===== config.mk =====
export PLATFORM = sky130hd
export DESIGN_NAME = sarray_feed_ctrl
export DESIGN_NICKNAME = d
export VERILOG_FILES = /design/src/rtl/sarray_feed_ctrl_pkg.sv /design/src/rtl/sarray_feed_stage.sv /design/src/rtl/sarray_feed_ctrl.sv
export SDC_FILE = /design/constraint.sdc
export NUM_CORES = 1
export LEC_CHECK = 0
export CORE_AREA = 2 2 410 412
export CTS_BUF_LIST = sky130_fd_sc_hd__clkbuf_8
export DETAILED_ROUTE_END_ITERATION = 8
export DIE_AREA = 0 0 412 414
export HOLD_SLACK_MARGIN = 0.06
export PLACE_DENSITY = 0.45
export SYNTH_ARGS = -nofsm -noshare
export SYNTH_HDL_FRONTEND = slang
export SYNTH_SLANG_ARGS = --single-unit

===== constraint.sdc =====
create_clock -name clk -period 2.1 [get_ports clk]
set_input_delay 0.42 -clock clk [delete_from_list [all_inputs] [get_ports clk]]
set_output_delay 0.42 -clock clk [all_outputs]
set_load 0.01 [all_outputs]

===== src/rtl/sarray_feed_ctrl_pkg.sv =====
// Shared types and default geometry for the systolic-array feed controller.
package sarray_pkg;
  typedef enum logic [1:0] {S_IDLE, S_FEED, S_DRAIN, S_DONE} feed_state_e;

  localparam int DEF_SARRAY_H = 8;
  localparam int DEF_SARRAY_W = 8;
  localparam int DEF_CNT_W    = 8;
  localparam int DEF_PREC_W   = 2;
  localparam int DEF_LOAD_W   = 256;
  localparam int DEF_DRAIN_LEN = DEF_SARRAY_H + DEF_SARRAY_W;

  // Cycles for the last skewed beat to leave the far corner of the array.
  function automatic int drain_len(int h, int w);
    return h + w;
  endfunction
endpackage


===== src/rtl/sarray_feed_stage.sv =====
// Output register for the left/top skew-chain buses; valid clears on idle cycles,
// payload fields hold their last fired value.
module sarray_feed_stage #(
  parameter int CNT_W  = 8,
  parameter int PREC_W = 2,
  parameter int LOAD_W = 256
) (
  input  logic              clk,
  input  logic              rst_n,
  input  logic              fire,
  input  logic [CNT_W-1:0]  cnt,
  input  logic              op_type,
  input  logic [PREC_W-1:0] precision,
  input  logic              acc,
  input  logic [LOAD_W-1:0] a_data,
  input  logic [LOAD_W-1:0] b_data,
  output logic              left_valid,
  output logic [CNT_W-1:0]  left_cnt,
  output logic              left_type,
  output logic [PREC_W-1:0] left_precision,
  output logic              left_acc,
  output logic [LOAD_W-1:0] left_data,
  output logic              top_valid,
  output logic [CNT_W-1:0]  top_cnt,
  output logic [LOAD_W-1:0] top_data
);
  always_ff @(posedge clk or negedge rst_n) begin
    if (!rst_n) begin
      left_valid     <= 1'b0;
      left_cnt       <= '0;
      left_type      <= 1'b0;
      left_precision <= '0;
      left_acc       <= 1'b0;
      left_data      <= '0;
      top_valid      <= 1'b0;
      top_cnt        <= '0;
      top_data       <= '0;
    end else begin
      left_valid <= fire;
      top_valid  <= fire;
      if (fire) begin
        left_cnt       <= cnt;
        left_type      <= op_type;
        left_precision <= precision;
        left_acc       <= acc;
        left_data      <= a_data;
        top_cnt        <= cnt;
        top_data       <= b_data;
      end
    end
  end
endmodule


===== src/rtl/sarray_feed_ctrl.sv =====
// Sequences one tile-MMA: feeds K paired A/B beats into the skew chains, waits for the
// wavefront to drain, pulses done. Optional macro SARRAY_FEED_PERF_EN adds stall_cnt_o.
module sarray_feed_ctrl
  import sarray_pkg::*;
#(
  parameter int SARRAY_H = DEF_SARRAY_H,
  parameter int SARRAY_W = DEF_SARRAY_W,
  parameter int CNT_W    = DEF_CNT_W,
  parameter int PREC_W   = DEF_PREC_W,
  parameter int LOAD_W   = DEF_LOAD_W
) (
  input  logic              clk,
  input  logic              rst_n,
  input  logic              cmd_valid_i,
  output logic              cmd_ready_o,
  input  logic [CNT_W-1:0]  cmd_k_i,
  input  logic              cmd_type_i,
  input  logic [PREC_W-1:0] cmd_precision_i,
  input  logic              cmd_acc_i,
  input  logic              a_valid_i,
  output logic              a_ready_o,
  input  logic [LOAD_W-1:0] a_data_i,
  input  logic              b_valid_i,
  output logic              b_ready_o,
  input  logic [LOAD_W-1:0] b_data_i,
  output logic              left_valid_o,
  output logic [CNT_W-1:0]  left_cnt_o,
  output logic              left_type_o,
  output logic [PREC_W-1:0] left_precision_o,
  output logic              left_acc_o,
  output logic [LOAD_W-1:0] left_data_o,
  output logic              top_valid_o,
  output logic [CNT_W-1:0]  top_cnt_o,
  output logic [LOAD_W-1:0] top_data_o,
  output logic              busy_o,
  output logic              done_o
`ifdef SARRAY_FEED_PERF_EN
  , output logic [15:0]     stall_cnt_o
`endif
);
  localparam int DRAIN_CYC = drain_len(SARRAY_H, SARRAY_W);
  localparam int DRAIN_W   = $clog2(DRAIN_CYC + 1);

  feed_state_e       state, state_nxt;
  logic [CNT_W-1:0]  k_q, beat_cnt;
  logic              type_q, acc_q;
  logic [PREC_W-1:0] prec_q;
  logic [DRAIN_W-1:0] drain_cnt;
  logic              accept, fire, last_fire;

  assign accept    = cmd_valid_i & cmd_ready_o;
  // A and B are only ever consumed together so the two buffers stay beat-aligned.
  assign fire      = (state == S_FEED) & a_valid_i & b_valid_i;
  assign last_fire = fire & (beat_cnt == k_q - CNT_W'(1));

  always_ff @(posedge clk or negedge rst_n) begin
    if (!rst_n) state <= S_IDLE;
    else        state <= state_nxt;
  end

  always_comb begin
    state_nxt = state;
    case (state)
      S_IDLE:  if (cmd_valid_i) state_nxt = (cmd_k_i == '0) ? S_DONE : S_FEED;
      S_FEED:  if (last_fire) state_nxt = S_DRAIN;
      S_DRAIN: if (drain_cnt == DRAIN_W'(1)) state_nxt = S_DONE;
      S_DONE:  state_nxt = S_IDLE;
      default: state_nxt = S_IDLE;
    endcase
  end

  always_comb begin
    cmd_ready_o = (state == S_IDLE);
    a_ready_o   = fire;
    b_ready_o   = fire;
    busy_o      = (state != S_IDLE);
    done_o      = (state == S_DONE);
  end

  always_ff @(posedge clk or negedge rst_n) begin
    if (!rst_n) begin
      k_q       <= '0;
      type_q    <= 1'b0;
      prec_q    <= '0;
      acc_q     <= 1'b0;
      beat_cnt  <= '0;
      drain_cnt <= '0;
    end else begin
      if (accept) begin
        k_q      <= cmd_k_i;
        type_q   <= cmd_type_i;
        prec_q   <= cmd_precision_i;
        acc_q    <= cmd_acc_i;
        beat_cnt <= '0;
      end else if (fire) begin
        beat_cnt <= beat_cnt + CNT_W'(1);
      end
      if (last_fire)              drain_cnt <= DRAIN_W'(DRAIN_CYC);
      else if (state == S_DRAIN)  drain_cnt <= drain_cnt - DRAIN_W'(1);
    end
  end

`ifdef SARRAY_FEED_PERF_EN
  always_ff @(posedge clk or negedge rst_n) begin
    if (!rst_n)                                               stall_cnt_o <= '0;
    else if (accept)                                          stall_cnt_o <= '0;
    else if (state == S_FEED && !fire && stall_cnt_o != 16'hFFFF) stall_cnt_o <= stall_cnt_o + 16'd1;
  end
`endif

  sarray_feed_stage #(.CNT_W(CNT_W), .PREC_W(PREC_W), .LOAD_W(LOAD_W)) u_stage (
    .clk           (clk),
    .rst_n         (rst_n),
    .fire          (fire),
    .cnt           (beat_cnt),
    .op_type       (type_q),
    .precision     (prec_q),
    .acc           (acc_q),
    .a_data        (a_data_i),
    .b_data        (b_data_i),
    .left_valid    (left_valid_o),
    .left_cnt      (left_cnt_o),
    .left_type     (left_type_o),
    .left_precision(left_precision_o),
    .left_acc      (left_acc_o),
    .left_data     (left_data_o),
    .top_valid     (top_valid_o),
    .top_cnt       (top_cnt_o),
    .top_data      (top_data_o)
  );
endmodule


# [Word-level counts from Yosys, hierarchy flattened]
# Index checks and enable logic that the tools add are counted.
[word_totals] ff_bits=552 latch_bits=0 ram_bits=0 romBits=0 output_inout_bits=539 word_cells=44 mem_count=0
[op_classes] add_sub_neg=3 n_mul=0 div_mod_pow=0 magnitude_cmp=0 eq_ne=8 n_shift=0 n_mux=9 bitwise=4 n_reduce_logical=6
[ops] cell="$mux 8" n=2
[ops] cell="$mux 5" n=2
[ops] cell="$add 8x1->8 const B" n=1
[ops] cell="$eq 8x8->1" n=1
[ops] cell="$logic_not 8->1" n=1
[ops] cell="$mux 2" n=4
[ops] cell="$pmux 2 s4" n=1
[ops] cell="$sub 8x1->8 const B" n=1
[ops] cell="$ne 2x2->1 const B" n=3
[ops] cell="$reduce_bool 2->1" n=3
[ops] cell="$eq 5x1->1 const B" n=1
[ops] cell="$sub 5x1->5 const B" n=1
[ops] cell="$and 1x1->1" n=4
[ops] cell="$eq 2x2->1 const B" n=2
[ops] cell="$reduce_and 3->1" n=1
[ops] cell="$eq 2x1->1 const B" n=1
[ops] cell="$logic_not 2->1" n=1

# [Depth between registers and ports, before layout]
[depth] word_depth=6 depth_mapped=8 ltp_nobuf=8

# [Cells and area by module]
# From an unflattened synthesis, not the netlist that was laid out.
[hier_totals] cells_unflattened=1275 hier_area_um2=22633.0
[modules_own_cells] mod="sarray_feed_stage" instances=1 cells_each=1116 area_per_inst_um2=21000.1 seq_area_each_um2=13137.6
[modules_own_cells] mod="sarray_feed_ctrl" instances=1 cells_each=159 area_per_inst_um2=1632.8 seq_area_each_um2=675.6

# [Least setup slack after synthesis]
# No wires, ideal clock.
[synth_path] path_type="register to output" from="register state[1]" to="output b_ready_o" t_arrival_ns=1.803 slack_ns=-0.123 path_stages_with_launch=8 cell_sequence="dfrtp_1 -> inv_1 -> ha_1 -> nand3_1 -> inv_2 -> clkbuf_1 -> clkbuf_1 -> buf_4"
[synth_via] elab_chain_cells=3
[synth_lines] element="from (decl)" line="sarray_feed_ctrl.sv:44" source="feed_state_e state, state_nxt;"
[synth_lines] element="from (signal assigned)" line="sarray_feed_ctrl.sv:58" source="else state <= state_nxt;"
[synth_lines] element="$eq 2x1->1" line="sarray_feed_ctrl.sv:53" source="assign fire = (state == S_FEED) & a_valid_i & b_valid_i;"
[synth_lines] element="$and 1x1->1 (2 in series)" line="sarray_feed_ctrl.sv:53"
[synth_lines] element="to (decl)" line="sarray_feed_ctrl.sv:24" source="output logic b_ready_o,"
# Every way passes these cells.

# [Final worst setup path]
[layout_path] from="register state[1]" to="output a_ready_o"
[layout_via] elab_chain_cells=3
[layout_lines] element="$eq 2x1->1" line="sarray_feed_ctrl.sv:53"
[layout_lines] element="$and 1x1->1 (2 in series)" line="sarray_feed_ctrl.sv:53"
[layout_lines] element="to (decl)" line="sarray_feed_ctrl.sv:21" source="output logic a_ready_o,"
# Every way passes these cells.

==> summary.md <==
| Metric | Value |
|---|---|
| Critical Path AT | `1850 ps` |
| Placer Congestion | `0.855` |
| Overall Global Routing Usage | `13.1%` |
| Crit path max fanout | `3` |
| Area grow syn2layout | `93.2%` |
| Post-Synthesis Cell Area | `21100 µm²` |
| Starting density of the core | `12.7%` |
| Critical Setup Path Class | `reg -> out` |
| Max-slew violation count | `0` |
| Status | `finished with violations` |
| Final hold vios | `0` |
| Warnings, synthesis | `0` |
| Netlist cell types | `41` |
| Nets | `4420` |
| # DRC | `0` |
| Vias in the first global route | `22.2k` |
| Final setup viols | `15` |
| Core box area | `166000 µm²` |
| Final Core Density | `24.5%` |
| Seq cells post-synth | `552` |
| Number of synthesized flops with an enable pin | `0` |
| Unrepaired setup endpoints after global routing | `yes` |
| Hold/Removal Path Class | `in -> reg` |
| Violated checks | `setup timing` |
| Later-pin clock latency in the skew report | `780 ps` |
| Initial antenna violation count | `30` |
| Max_slew headroom | `42.0%` |
| Syn Inst Count | `2376` |
| Slack of the critical path | `-171 ps` |
| Root Driver | `clkbuf_8` |
| Measured slew at the worst slew-check pin | `866 ps` |
| PortBufs | `1067` |
| Drt first pass iters | `5` |
| Clock skew | `51.4 ps` |
| Peak VDD IR | `0.000587 V` |
| Inst Count DP | `5625` |
| Final min period | `2270 ps` |
| Commonest register cell after synthesis | `dfrtp_1` |
| Pwr Density | `1250 nW/µm²` |
| Critical path capture point type | `output port` |
| Die area | `171000 µm²` |
| Initial drt markers | `1386` |
| Post-synthesis async set-or-reset flop share | `100%` |
| Std-Cell Rows | `150` |
| Longest Clk Path Bufs | `3` |
| CTS buffer count | `106` |
| Avg Cell Area, Syn | `8.89 µm²` |
| Max-cap violations | `0` |
| First-pass GRT wire length | `163000 µm` |
| Worst reg2reg path startpoint | `state[1]` |
| Reg clk slew, reported paths | `60 ps` |
| Die width | `412 µm` |
| Sequential area share after synthesis | `65.4%` |
| DR WL/cell | `18.7 µm` |
| Register Area | `13800 µm²` |
| Final period util | `108%` |
| Worst Setup SP | `state[1]` |
| H-tree depth | `3` |
| Pwr Total | `51.0 mW` |
| CTS sink count | `552` |
| Post-synth net total | `2913` |
| Hpwl dp | `88400 µm` |
| Final wirelength | `116000 µm` |
| Fmax | `440 MHz` |
| Boundary pin count | `1068` |
| Area occupied by multi-input gates | `6900 µm²` |
| Min-delay src | `b_data_i[176]` |
| CTS tree | `built` |
| Worst Path Required | `1680 ps` |
| Grt total ovfl | `0` |
| Non-Filler Instances | `6182` |
| Most frequent cells in the layout | `nand2_1, dfrtp_1, clkdlybuf4s50_1, dlygate4sd2_1, dlygate4sd3_1` |
| Largest net degree at the start of global routing | `142` |
| # fillers | `18.3k` |
| Lkg Pwr | `20.4 nW` |
| Vias per cell | `3.50` |
| Crit start category | `register` |
| Share of cells above drive strength 1 | `10.4%` |
| Die Y | `414 µm` |
| Antenna-violating nets left | `0` |
| Commonest non-fill, non-tap cell in the layout | `nand2_1` |
| Detailed-route via count | `21.6k` |
==> critical path, cell delays in order, from the launching register on <==
cell     delay (ps)
dfrtp_1         380
inv_2            80
ha_4            160
nand3_4         110
buf_6           160
inv_8            70
buf_6           100
==> kinds of logic (layout without fill, tap and decap cells) <==
| family | count (synthesis) | count (layout) | share of synthesized area, % |
|---|---|---|---|
| buffers and inverters | 139 | 1732 | 2.65 |
| adders and majority gates | 8 | 8 | 0.474 |
| and+or+nand+nor | 1630 | 1630 | 29.5 |
| muxes | 9 | 9 | 0.480 |
| other | 0 | 9 | 0 |
| xor gates and xnor gates | 19 | 19 | 0.859 |
| DFF | 552 | 552 | 65.4 |
| AOI/OAI and AO/OA | 19 | 19 | 0.664 |
==> stage by stage <==
stage	instance area, µm²	hold slack, ps	worst slack (ps)	TNS, ps
finish	40800	202	-171	-580
global route	40800	100	-329	-16680
CTS	40600	60.3	-326	-5780
detailed placement	35100	372	-305	-60800
global placement	35100	371	-299	-51380
floorplan	21100	124	26.4	0
==> state kept, by name (all words and copies together), names as in the netlist, 2 cells and up <==
register,count
beat_cnt,8
drain_cnt,5
prec_q,2
state,2
k_q,8
u_stage.top_data,256
u_stage.left_precision,2
u_stage.left_cnt,8
u_stage.left_data,256
==> path summary, 6_finish.rpt <==
kind / endpoint / slack, ps / cells after the start
max: a_ready_o / -170 / 6
min: u_stage.top_data[176] / 200 / 3
max reg2reg: u_stage.top_data[79] / -30 / 11
min reg2reg: u_stage.left_data[152] / 470 / 2
max in group asynchronous: u_stage.top_data[122] / 400 / 3
min in group asynchronous: u_stage.left_data[148] / 450 / 3
==> cell type report <==
cell class	count	share of cell area (%)
antenna	9	0.0552
tap	2204	6.76
clock buffer	134	4.52
sequential	552	33.9
timing repair buffer	1528	36.5
multi-input combinational	1685	16.9
inverter	10	0.117
clock inverter	60	1.29
==> Yosys cell counts, types with 2 or more instances <==
library cell / instances / share of area [%]
o21ai_0: 5 / 0.12
xnor2_1: 11 / 0.46
xor2_1: 7 / 0.29
buf_1: 2 / 0.036
and2_1: 4 / 0.12
a211oi_1: 2 / 0.071
nand3_1: 5 / 0.12
a211oi_2: 2 / 0.12
nor4_1: 4 / 0.12
clkbuf_1: 117 / 2.1
dfrtp_1: 552 / 65
nor3b_1: 2 / 0.071
nor3_1: 3 / 0.071
nor2_1: 16 / 0.28
a221oi_1: 2 / 0.083
inv_1: 9 / 0.16
a21o_1: 2 / 0.071
nand2_1: 1581 / 28
nand4_1: 3 / 0.089
mux2_2: 9 / 0.48
nand2b_1: 2 / 0.059
ha_1: 8 / 0.47
buf_4: 10 / 0.36
==> metal layers <==
| metal | routed length, µm | vias to the layer above | global-route usage [%] |
|---|---|---|---|
| li1 | - | 10200 | - |
| met1 | 48200 | 10400 | 15.9 |
| met2 | 56900 | 740 | 22.5 |
| met3 | 7660 | 175 | 3.68 |
| met4 | 2790 | 30 | 3.63 |
| met5 | 184 | - | 0 |
==> what timing repair did <==
action,4_1_cts,5_1_grt
setup endpoints to repair,604,293
hold buffers,340,0
resized for setup,756,32
pin swaps,5,12
endpoints found under the hold margin,889,0
setup buffers,10,2
cloned,1,1
==> power breakdown <==
group | leakage, nW | switching, mW | internal, mW | total [mW]
logic | 12.2 | 11.5 | 9.13 | 20.7
clock network | 1.32 | 5.22 | 6.86 | 12.1
registers | 6.89 | 2.78 | 15.5 | 18.3
(Power assumes the default switching activity.)
